File: src/rtl/clk_div_pkg.sv
// Shared definitions for the clk_div_bank programmable clock-enable divider.
//   CwDefault  : default counter/config width
//   CwMax      : widest config the legality helper can judge
//   div_cfg_t  : one channel configuration (period, high phase, enable)
//   cfg_legal(): judges whether a configuration write may be accepted
package clk_div_pkg;

  localparam int unsigned CwDefault = 16;
  localparam int unsigned CwMax     = 32;

  // Fields are CwMax wide so one typedef serves every CW <= CwMax; callers zero-extend.
  typedef struct packed {
    logic [CwMax-1:0] div;
    logic [CwMax-1:0] high;
    logic             en;
  } div_cfg_t;

  // A disable is always legal; an enable needs div >= 2 and 1 <= high <= div-1.
  function automatic logic cfg_legal(div_cfg_t cfg);
    return !cfg.en || ((cfg.div >= CwMax'(2)) && (cfg.high >= CwMax'(1)) &&
                       (cfg.high < cfg.div));
  endfunction

endpackage

File: src/rtl/clk_div_chan.sv
// One divider channel: shadow config, active config, period counter and apply logic.
//   clk_i, rst_ni : clock, asynchronous active-low reset
//   wr_i          : load shadow from div_i/high_i/en_i and mark it pending
//   div_out_o     : registered divided waveform
//   tick_o        : registered pulse in the first cycle of each period
//   pending_o     : shadow config is waiting for the next period boundary
module clk_div_chan #(
  parameter int unsigned CW = 16
) (
  input  logic          clk_i,
  input  logic          rst_ni,
  input  logic          wr_i,
  input  logic [CW-1:0] div_i,
  input  logic [CW-1:0] high_i,
  input  logic          en_i,
  output logic          div_out_o,
  output logic          tick_o,
  output logic          pending_o
);

  logic [CW-1:0] div_a_q, div_a_d, high_a_q, high_a_d, cnt_q, cnt_d;
  logic [CW-1:0] div_s_q, div_s_d, high_s_q, high_s_d;
  logic          en_a_q, en_a_d, en_s_q, en_s_d;
  logic          pending_q, pending_d, div_out_q, div_out_d, tick_q, tick_d;
  logic          last, apply;
  logic [CW-1:0] cnt_nxt;

  always_comb begin
    div_a_d   = div_a_q;
    high_a_d  = high_a_q;
    en_a_d    = en_a_q;
    cnt_d     = cnt_q;
    div_s_d   = div_s_q;
    high_s_d  = high_s_q;
    en_s_d    = en_s_q;
    pending_d = pending_q;
    div_out_d = div_out_q;
    tick_d    = tick_q;

    // div_a >= 2 whenever enabled, so div_a-1 never wraps while it matters.
    last    = (cnt_q == div_a_q - CW'(1));
    apply   = pending_q & (~en_a_q | last);
    cnt_nxt = last ? '0 : cnt_q + CW'(1);

    if (apply) begin
      div_a_d   = div_s_q;
      high_a_d  = high_s_q;
      en_a_d    = en_s_q;
      cnt_d     = '0;
      pending_d = 1'b0;
      // high >= 1 is guaranteed for an enabled config, so the first cycle is high.
      div_out_d = en_s_q;
      tick_d    = en_s_q;
    end else if (en_a_q) begin
      cnt_d     = cnt_nxt;
      div_out_d = (cnt_nxt < high_a_q);
      tick_d    = (cnt_nxt == '0);
    end else begin
      cnt_d     = '0;
      div_out_d = 1'b0;
      tick_d    = 1'b0;
    end

    // The top blocks writes while pending, so this never meets an apply; if it did,
    // the fresh shadow stays pending and is applied at the following boundary.
    if (wr_i) begin
      div_s_d   = div_i;
      high_s_d  = high_i;
      en_s_d    = en_i;
      pending_d = 1'b1;
    end
  end

  always_ff @(posedge clk_i or negedge rst_ni) begin
    if (!rst_ni) begin
      div_a_q   <= CW'(2);
      high_a_q  <= CW'(1);
      en_a_q    <= 1'b0;
      cnt_q     <= '0;
      div_s_q   <= CW'(2);
      high_s_q  <= CW'(1);
      en_s_q    <= 1'b0;
      pending_q <= 1'b0;
      div_out_q <= 1'b0;
      tick_q    <= 1'b0;
    end else begin
      div_a_q   <= div_a_d;
      high_a_q  <= high_a_d;
      en_a_q    <= en_a_d;
      cnt_q     <= cnt_d;
      div_s_q   <= div_s_d;
      high_s_q  <= high_s_d;
      en_s_q    <= en_s_d;
      pending_q <= pending_d;
      div_out_q <= div_out_d;
      tick_q    <= tick_d;
    end
  end

  assign div_out_o = div_out_q;
  assign tick_o    = tick_q;
  assign pending_o = pending_q;

endmodule

File: src/rtl/clk_div_bank.sv
// Multi-channel programmable clock-enable divider with glitch-free runtime reconfiguration.
//   sysclk, rst_n      : clock, asynchronous active-low reset
//   cfg_valid/ready    : config write handshake; ready is low while the target is pending
//   cfg_ch             : target channel (>= NCH is rejected)
//   cfg_div/high/en    : period, high-phase length, enable
//   cfg_err            : one-cycle pulse after a rejected write
//   div_out, tick      : per-channel waveform and period-start pulse
//   pending            : per-channel staged config not yet applied
// CW must not exceed clk_div_pkg::CwMax.
module clk_div_bank
  import clk_div_pkg::*;
#(
  parameter int unsigned NCH = 4,
  parameter int unsigned CW  = CwDefault,
  localparam int unsigned CHW = (NCH > 1) ? $clog2(NCH) : 1
) (
  input  logic           sysclk,
  input  logic           rst_n,
  input  logic           cfg_valid,
  output logic           cfg_ready,
  input  logic [CHW-1:0] cfg_ch,
  input  logic [CW-1:0]  cfg_div,
  input  logic [CW-1:0]  cfg_high,
  input  logic           cfg_en,
  output logic           cfg_err,
  output logic [NCH-1:0] div_out,
  output logic [NCH-1:0] tick,
  output logic [NCH-1:0] pending
);

  localparam int unsigned NPad = 2 ** CHW;

  // Padding reads as "not pending", so out-of-range channels look ready and get rejected.
  logic [NPad-1:0] pend_pad;
  div_cfg_t        req;
  logic            in_range, accept, legal;
  logic [NCH-1:0]  wr;
  logic            err_q, err_d;

  always_comb begin
    req            = '0;
    req.div[CW-1:0]  = cfg_div;
    req.high[CW-1:0] = cfg_high;
    req.en           = cfg_en;

    pend_pad  = NPad'(pending);
    cfg_ready = ~pend_pad[cfg_ch];
    in_range  = (32'(cfg_ch) < NCH);
    accept    = cfg_valid & cfg_ready;
    legal     = in_range & cfg_legal(req);
    err_d     = accept & ~legal;

    for (int unsigned i = 0; i < NCH; i++) begin
      wr[i] = accept & legal & (32'(cfg_ch) == i);
    end
  end

  always_ff @(posedge sysclk or negedge rst_n) begin
    if (!rst_n) begin
      err_q <= 1'b0;
    end else begin
      err_q <= err_d;
    end
  end

  assign cfg_err = err_q;

  for (genvar g = 0; g < NCH; g++) begin : g_chan
    clk_div_chan #(
      .CW (CW)
    ) u_chan (
      .clk_i     (sysclk),
      .rst_ni    (rst_n),
      .wr_i      (wr[g]),
      .div_i     (cfg_div),
      .high_i    (cfg_high),
      .en_i      (cfg_en),
      .div_out_o (div_out[g]),
      .tick_o    (tick[g]),
      .pending_o (pending[g])
    );
  end

endmodule

File: config.mk
export PLATFORM = sky130hd
export DESIGN_NAME = clk_div_bank
export DESIGN_NICKNAME = d
export VERILOG_FILES = /design/src/rtl/clk_div_pkg.sv /design/src/rtl/clk_div_chan.sv /design/src/rtl/clk_div_bank.sv
export SDC_FILE = /design/constraint.sdc
export NUM_CORES = 1
export LEC_CHECK = 0
export CAP_MARGIN = 20
export CORE_MARGIN = 2
export CORE_UTILIZATION = 60
export DETAILED_ROUTE_END_ITERATION = 16
export PLACE_DENSITY_LB_ADDON = 0.1
export REMOVE_ABC_BUFFERS = 1
export SETUP_SLACK_MARGIN = 0.02
export SLEW_MARGIN = 30
export SYNTH_ARGS = -nofsm -noshare
export SYNTH_HDL_FRONTEND = slang
export SYNTH_HIERARCHICAL = 1
export SYNTH_SLANG_ARGS = --single-unit
File: constraint.sdc
create_clock -name sysclk -period 4.75 [get_ports sysclk]
set_input_delay 0.475 -clock sysclk [delete_from_list [all_inputs] [get_ports sysclk]]
set_output_delay 0.475 -clock sysclk [all_outputs]
set_load 0.01 [all_outputs]
# After elaboration in Yosys (flattened, before gate mapping)
# Index checks and enable logic that the tools add are counted.
[op_classes]
n_mux = 38
n_reduce_logical = 13
order_cmp = 8
bitwise_logic = 21
eq_ne = 7
addsub = 8
[ops]
columns = ["cell", "n"]
rows = [
  ["16-bit 2-to-1 mux", 12],
  ["16-bit less-than comparator", 5],
  ["16-bit by 1-bit adder with 16-bit output, second input constant", 4],
  ["16-bit equality test", 4],
  ["16-bit zero test", 4],
  ["16-bit by 1-bit subtractor with 16-bit output, second input constant", 4],
  ["1-bit 2-to-1 mux", 25],
  ["16-bit by 1-bit greater-or-equal comparator with 1-bit output, second input constant", 1],
  ["16-bit by 2-bit greater-or-equal comparator with 1-bit output, second input constant", 1],
  ["1-bit bitwise AND", 11],
  ["2-bit nonzero test", 4],
  ["1-bit inverter", 6],
  ["2-bit equality test, second input constant", 2],
  ["1-bit OR", 4],
  ["2-bit by 3-bit less-than comparator with 1-bit output, second input constant", 1],
  ["1-bit binary-select mux with 2-bit select", 1],
  ["2-bit by 1-bit equality test with 1-bit output, second input constant", 1],
  ["1-bit logical AND", 2],
  ["2-bit zero test", 1],
  ["1-bit zero test", 1],
  ["1-bit logical OR", 1],
]
[word_totals]
ff_bits = 341

# Depth between registers and ports, before layout
# Gate-level depths: netlist (run 1).
[logic_depth]
word_depth = 7
mapped_depth = 19

# Cells and area by module
# Netlist (run 1), hierarchy kept.
[by_module_without_submodules]
columns = ["module", "cells_per_inst", "area_per_inst_um2", "instances"]
rows = [
  ["clk_div_chan (g_chan[1].u_chan ...)", 379, 4480.5, 2],
  ["clk_div_chan (g_chan[0].u_chan)", 406, 4518.1, 1],
  ["clk_div_chan (g_chan[3].u_chan)", 406, 4516.8, 1],
  ["clk_div_bank", 75, 588.1, 1],
]

# Worst setup path after synthesis (run 1)
# No wires, ideal clock.
[synth_path]
kind = "flip-flop to flip-flop"
start = "reg g_chan[0].u_chan.div_a_q[0]"
end = "reg g_chan[0].u_chan.div_out_q"
t_required_ns = 4.685
period_less_slack_ns = 3.955
n_path_buf = 3
setup_slack_ns = 0.795
arrival_time_ns = 3.889
path_stages_with_launch = 20
path_cell_list = "dfrtp_1 > buf_2 > inv_1 > ha_1 > or3b_1 > o21a_1 > o41a_1 > nor4_1 > and4_1 > clkbuf_1 > buf_2 > nor2_1 > ha_1 > a21o_1 > a21o_1 > a21o_1 > o211ai_1 > nor2_1 > a211oi_1 > mux2_1"
[synth_between]
elab_chain_len = 6
[synth_lines]
columns = ["item", "line", "text"]
rows = [
  ["start: declaration", "clk_div_chan.sv:21", "logic [CW-1:0] div_a_q, div_a_d, high_a_q, high_a_d, cnt_q, cnt_d;"],
  ["start signal: assignment", "clk_div_chan.sv:87", "div_a_q <= div_a_d;"],
  ["16-bit by 1-bit subtractor with 16-bit output (*)", "clk_div_chan.sv:41", "last = (cnt_q == div_a_q - CW'(1));"],
  ["16-bit equality test (*)", "clk_div_chan.sv:41", ""],
  ["16-bit 2-to-1 mux", "clk_div_chan.sv:43", "cnt_nxt = last ? '0 : cnt_q + CW'(1);"],
  ["16-bit less-than comparator", "clk_div_chan.sv:56", "div_out_d = (cnt_nxt < high_a_q);"],
  ["1-bit 2-to-1 mux", "clk_div_chan.sv:54", "end else if (en_a_q) begin"],
  ["1-bit 2-to-1 mux (*)", "clk_div_chan.sv:45", "if (apply) begin"],
  ["via g_chan[0].u_chan.div_out_d", "clk_div_chan.sv:24", "logic pending_q, pending_d, div_out_q, div_out_d, tick_q, tick_d;"],
  ["end signal: assignment", "clk_div_chan.sv:95", "div_out_q <= div_out_d;"],
  ["end: declaration", "clk_div_chan.sv:24", ""],
]
# Mark *: on every way through the listed nets, which the timed path passes. The rest lies on a longest branch.
# A chain may end at the register's enable or synchronous reset.

# Worst setup path in the final report (run 1)
[layout_path]
start = "reg g_chan[3].u_chan.div_a_q[0]"
end = "reg g_chan[3].u_chan.div_out_q"
[layout_between]
elab_chain_len = 6
[layout_lines]
columns = ["item", "line"]
rows = [
  ["start: declaration", "clk_div_chan.sv:21"],
  ["start signal: assignment", "clk_div_chan.sv:87"],
  ["16-bit by 1-bit subtractor with 16-bit output (*)", "clk_div_chan.sv:41"],
  ["16-bit equality test (*)", "clk_div_chan.sv:41"],
  ["16-bit 2-to-1 mux", "clk_div_chan.sv:43"],
  ["16-bit less-than comparator", "clk_div_chan.sv:56"],
  ["1-bit 2-to-1 mux", "clk_div_chan.sv:54"],
  ["1-bit 2-to-1 mux (*)", "clk_div_chan.sv:45"],
  ["via g_chan[3].u_chan.div_out_d", "clk_div_chan.sv:24"],
  ["end signal: assignment", "clk_div_chan.sv:95"],
  ["end: declaration", "clk_div_chan.sv:24"],
]
# Marked as above.

==> run summary, run 1 <==
PnR worst setup slack: 0.4284 ns
cts hold-fix bufs: 0
Final Power: 12.99 mW
failing checks: negative hold slack
number of global-route vias before repair: 12740
clk_skew: 0.01268 ns
Clock Root Buffer: clkbuf_16
Sw Pwr: 4.495 mW
fin area: 20880 µm²
clk buf depth: 3
fmax: 231.4 MHz
Tcrit/Tclk final: 90.98%
global route overflow: 0
port buffer count: 51
first-pass GRT wire length: 70140 µm
unrepaired setup endpoints after global routing: no
mapped cell area: 18580 µm²
top_reg_cell synth: dfrtp_1
clk sink count: 341
reg-to-reg slack, setup: 0.43 ns
RePlAce Congestion: 0.9087
# fillers: 2314
DP Area: 19520 µm²
Core Rows: 64
Slew Viols, Final: 0
setup TNS: 0 ns
drt wl/cell: 20.60 µm
Seq/Total Area, Yosys: 46.02%
Post-synth EDFFs: 0
Comb power frac: 33.7%
Tmin final: 4.322 ns
Util after Layout: 68.45%
Final ANT Viol Nets: 0
FF-to-FF Start: g_chan[3].u_chan/div_a_q[0]
critical path launch point type: flop
Total GRT Usage: 27.12%
Place WS: 0.5085 ns
CP Launch Point: g_chan[3].u_chan/div_a_q[0]
Distinct cells, synth: 76
Mean Syn Cell Area: 11.30 µm²
TritonCTS clock tree: done
Post-CTS Setup Bufs: 0
Final Hold Viols: 23
Total Wirelength: 43710 µm
Vias: 12780
Placed Instances: 2051
Internal: 8.493 mW
critical path fanouts, max: 9
H-tree depth: 2
Final Setup Violations: 0
R2R Path End: g_chan[3].u_chan/div_out_o
Nets: 1816
CP Capture Point: g_chan[3].u_chan/div_out_o
Async S/R FF share, synth: 100.0%
clk slew on worst S/H paths: 0.06 ns
initial antenna violation count: 3
Pwr Density: 621.9 nW/µm²
core footprint: 30510 µm²
1st-iter DRT viols: 985
post_cts resized: 0
drt pass-1 iters: 7
share of layout cells above drive strength 1: 20.29%
chip height: 180.0 µm
reg2reg path depth: 17
fin cells: 2122
sequential share of power: 42.0%
Worst Hold Class: input port to async pin
fraction of power spent switching nets: 34.61%
Ports: 52
Syn. warnings: 6
Gate Count Post-Synth: 1645
most common cell after layout, fill and taps aside: dfrtp_1
largest net degree at the start of global routing: 102
Data arrival, critical path: 4.78 ns
Starting Density: 60.91%
TritonCTS Buffers: 38
Hold WS: -0.02377 ns
status: finished with violations
CP endpoint kind: flop
dpl hpwl: 30360 µm
Clock Latency Late Sink: 0.53 ns
most frequent cells in the layout: dfrtp_1 (325), nor2_1 (174), mux2_2 (138), inv_1 (108), ha_1 (83)
Critical Setup Path Class: flop to flop
measured slew at the worst slew-check pin: 0.7611 ns
Residual DRC: 0
Pleak: 9.566 nW
area growth from synthesis to layout: 12.37%
vias per inst: 6.023
WP data required: 5.21 ns
slew margin rel.: 49.26%
die width: 180.0 µm
full die area: 32400 µm²
Clock power frac: 24.4%
peak supply drop: 0.4278 mV
Max-Cap Viols: 0
Synth Register Bits: 341
-- worst min path at each step --
stage                            startpoint                           end  slack (ns)
2_1_floorplan                         rst_n                       cfg_err        0.18
3_3_place_gp   g_chan[3].u_chan/high_s_q[1]  g_chan[3].u_chan/high_a_q[1]        0.47
3_5_place_dp    g_chan[0].u_chan/div_s_q[5]   g_chan[0].u_chan/div_a_q[5]        0.47
4_1_cts                               rst_n     g_chan[2].u_chan/cnt_q[2]       0.002
5_1_grt                               rst_n     g_chan[2].u_chan/cnt_q[1]        0.05
6_report                              rst_n     g_chan[2].u_chan/cnt_q[1]       -0.02
-- cell usage after synthesis (all sizes together), types with 4 or more instances --
| library cell | number | area [µm²] |
|---|---|---|
| a2111oi | 6 | 57.56 |
| dfrtp | 325 | 8133 |
| nor3b | 6 | 45.04 |
| a31oi | 8 | 50.05 |
| o2111ai | 4 | 35.03 |
| a21o | 14 | 105.1 |
| and2 | 8 | 50.05 |
| mux2 | 264 | 3198 |
| nor2b | 11 | 68.82 |
| and3b | 4 | 35.03 |
| nand4 | 56 | 362.8 |
| nor3 | 49 | 245.2 |
| o21a | 7 | 52.55 |
| a311oi | 6 | 52.55 |
| or3b | 4 | 35.03 |
| a221oi | 4 | 35.03 |
| or4 | 10 | 82.58 |
| o211ai | 7 | 52.55 |
| and3 | 10 | 62.56 |
| dfstp | 16 | 420.4 |
| nor2 | 174 | 653.1 |
| or3 | 7 | 43.79 |
| a21oi | 29 | 145.1 |
| o32ai | 4 | 35.03 |
| and4 | 9 | 80.08 |
| a31o | 4 | 35.04 |
| nand4b | 7 | 76.32 |
| nor4 | 30 | 272.8 |
| xor2 | 68 | 595.6 |
| nand2b | 11 | 76.32 |
| or2 | 7 | 43.79 |
| buf | 31 | 217.7 |
| o21ai | 29 | 171.4 |
| inv | 109 | 409.1 |
| clkbuf | 43 | 161.4 |
| nand3 | 33 | 170.2 |
| a21boi | 6 | 67.56 |
| ha | 83 | 1039 |
| xnor2 | 72 | 630.6 |
| o22a | 4 | 35.03 |
| nand2 | 31 | 131.4 |
| a211oi | 10 | 75.07 |
-- metal layers --
layer,share of wire (%),GRT usage [%],up-vias
met4,3.3,9.431,0
li1,-,-,5959
met3,5.4,4.214,93
met5,0,0,-
met1,46,39.66,6372
met2,45,41.38,356
-- worst max-delay path, cell delays in order (launching register included) --
cell       delay (ns)
dfrtp_1          0.47
inv_1            0.09
ha_1             0.19
or3b_1           0.44
o21a_1           0.22
o41a_1           0.34
nor4_1           0.31
and4_1           0.43
buf_4            0.22
nor2_1           0.06
ha_1             0.29
a21o_1           0.18
a21o_1           0.17
a211oi_1         0.24
o21a_1           0.15
o2111ai_1        0.11
a211oi_1         0.17
mux2_1           0.17
-- final cells by class --
cell class / count / area, µm² / area share [%]
Tap cell: 396 / 495.5 / 2.373
Timing Repair Buffer: 84 / 800.8 / 3.834
Multi-Input combinational cell: 1121 / 9263 / 44.35
Antenna cell: 1 / 2.502 / 0.01198
Inverter: 109 / 409.1 / 1.959
Clock buffer: 48 / 1082 / 5.182
Sequential cell: 341 / 8553 / 40.96
Clock inverter: 22 / 277.8 / 1.330
-- state kept, by name, indices dropped and copies added (netlist names) --
register / flops
g_chan.u_chan/en_s_q: 4
g_chan.u_chan/div_a_q: 64
g_chan.u_chan/cnt_q: 64
g_chan.u_chan/en_a_q: 4
g_chan.u_chan/div_s_q: 64
g_chan.u_chan/high_a_q: 64
g_chan.u_chan/pending_o: 4
g_chan.u_chan/tick_o: 4
g_chan.u_chan/high_s_q: 64
g_chan.u_chan/div_out_o: 4
cfg_err: 1
-- power by group through the flow --
stage	clock network [mW]	logic, mW	registers [mW]
after floorplan	0	3.38	5.07
after global placement	0	4.16	5.40
after detailed placement	0	4.30	5.47
after CTS	3.23	4.37	5.43
after global routing	3.33	4.86	5.64
final	3.16	4.37	5.45
-- cells by family after synthesis --
kind of cell | synth area share (%)
AO/OA/AOI/OAI | 6.389
XOR/XNOR | 6.598
adder cells (fa/ha/maj) | 5.588
buffers and inverters | 4.242
flip-flops | 46.02
multiplexers | 17.44
AND/OR/NAND/NOR | 13.72
No activity file was read; power rests on OpenSTA's default activity.
==> run 2: changes to the inputs <==
--- a/config.mk
+++ b/config.mk
@@ -6,12 +6,12 @@
 export NUM_CORES = 1
 export LEC_CHECK = 0
 export CAP_MARGIN = 20
+export CORE_ASPECT_RATIO = 0.7
 export CORE_MARGIN = 2
 export CORE_UTILIZATION = 60
 export DETAILED_ROUTE_END_ITERATION = 16
 export PLACE_DENSITY_LB_ADDON = 0.1
 export REMOVE_ABC_BUFFERS = 1
-export SETUP_SLACK_MARGIN = 0.02
 export SLEW_MARGIN = 30
 export SYNTH_ARGS = -nofsm -noshare
 export SYNTH_HDL_FRONTEND = slang
==> run summary, run 2 (synthesis gave the netlist of run 1 again) <==
chip height: 151.2 µm
fin area: 20620 µm²
Core Rows: 53
met3 usage: 6.365%
first-pass GRT wire length: 71250 µm
number of global-route vias before repair: 12810
CP max stage cell: nor3b_1
critical path launch point type: flop
reg2reg path depth: 16
CP endpoint kind: flop
Tcrit/Tclk final: 91.68%
met1 usage: 40.54%
M2 GR Usage: 43.17%
# fillers: 2289
core footprint: 30240 µm²
Clock Root Buffer: clkbuf_16
Pwr Density: 609.1 nW/µm²
Min-Delay Path Depth: 1
R2R Path End: g_chan[3].u_chan/div_out_o
most frequent cells in the layout: dfrtp_1 (325), nor2_1 (174), mux2_2 (138), inv_1 (108), ha_1 (83)
reg-to-reg slack, setup: 0.40 ns
full die area: 32420 µm²
dpl hpwl: 31720 µm
status: finished, final reports clean
Nets: 1807
delay-heaviest family, CP: simple AND/OR/NAND/NOR gates
Critical Setup Path Class: flop to flop
drt pass-1 iters: 7
TritonCTS clock tree: done
Ports: 52
port buffer count: 51
most common cell after layout, fill and taps aside: dfrtp_1
TritonCTS Buffers: 34
peak supply drop: 0.4155 mV
die width: 214.4 µm
Residual DRC: 0
Final ANT Viol Nets: 0
Starting Density: 61.46%
1st-iter DRT viols: 1205
Slew Viols, Final: 0
Worst Hold Class: flop to flop
Hold Crit Start: g_chan[0].u_chan/div_s_q[8]
share of layout cells above drive strength 1: 19.46%
Total Wirelength: 44960 µm
global route overflow: 0
initial antenna violation count: 3
fmax: 229.6 MHz
drt wl/cell: 21.16 µm
Vias: 12860
Clock Latency Late Sink: 0.53 ns
post_cts resized: 0
RePlAce Congestion: 0.9232
clk buf depth: 3
Tmin final: 4.355 ns
H-tree depth: 2
Hold Path End: g_chan[0].u_chan/div_a_q[8]
area growth from synthesis to layout: 10.95%
Final Hold Viols: 0
clk slew on worst S/H paths: 0.07 ns
CP cell instances: inv_1, ha_1, nor3b_1, a21oi_1, a31o_1, nor4_1, and4_1, nor2_1, ha_1, a21o_1, a21o_1, a21o_1, o211ai_1, nor2_1, a211oi_1, mux2_1
critical path fanouts, max: 16
crit path buf inv count: 1
largest net degree at the start of global routing: 123
clk_skew: 0.01690 ns
FF-to-FF Start: g_chan[3].u_chan/div_a_q[0]
measured slew at the worst slew-check pin: 0.7500 ns
slew margin rel.: 49.62%
Final Setup Violations: 0
unrepaired setup endpoints after global routing: no
DP Area: 19480 µm²
GR peak layer: met2
Max-Cap Viols: 0
most frequent CP cell: a21o_1
vias per inst: 6.050
Final Power: 12.56 mW
Pleak: 9.415 nW
Total GRT Usage: 28.43%
Slowest Stage Delay on Critical Path: 0.62 ns
clk sink count: 341
Data arrival, critical path: 4.82 ns
WP data required: 5.22 ns
-- run 2: worst max-delay path by stage --
stage	from	to	cells after the start
after floorplan	cfg_div[1]	g_chan[2].u_chan/div_s_q[1]	7
after global placement	g_chan[3].u_chan/div_a_q[0]	g_chan[3].u_chan/div_out_o	16
after detailed placement	g_chan[3].u_chan/div_a_q[0]	g_chan[3].u_chan/div_out_o	16
after CTS	g_chan[3].u_chan/div_a_q[0]	g_chan[3].u_chan/div_out_o	16
after global routing	g_chan[3].u_chan/div_a_q[0]	g_chan[3].u_chan/div_out_o	16
final	g_chan[3].u_chan/div_a_q[0]	g_chan[3].u_chan/div_out_o	16
-- run 2: power by group --
| part | switching [mW] | leakage, nW | internal, mW |
|---|---|---|---|
| combinational | 2.04 | 4.73 | 2.33 |
| clock | 1.16 | 0.554 | 1.59 |
| sequential | 1.25 | 4.13 | 4.20 |
| total | 4.45 | 9.41 | 8.11 |
-- run 2: cell type report --
class,count,area [µm²],area share (%)
multi-input combinational,1121,9263,44.92
sequential,341,8553,41.48
clock buffer,45,953.4,4.624
timing repair buffer,79,753.2,3.653
tap,412,515.5,2.500
inverter,109,409.1,1.984
clock inverter,16,167.7,0.8131
antenna,2,5.005,0.02427
-- run 2: repair_timing --
action	4_1_cts	5_1_grt
hold endpoints to repair	66	0
buffers inserted	0	0
hold buffers	1	0
-- run 2: stage by stage --
stage               setup WS, ns  setup TNS (ns)  instances  util [%]  hold slack, ns
floorplan                 -1.104         -148.08       1571         -          0.1794
global placement          0.6655               0       2061     64.43          0.4664
CTS                       0.4636               0       2123     68.17          0.4845
detailed placement        0.4865               0       2061     64.43          0.4720
finish                    0.3952               0       2125     68.19          0.4844
global route             0.09489               0       2123     68.17          0.5031
-- run 2: routing by layer --
layer | vias to the layer above | routed length [µm]
li1 | 5907 | -
met1 | 6461 | 20580
met2 | 412 | 19570
met3 | 77 | 3474
met4 | 0 | 1328
met5 | - | 0
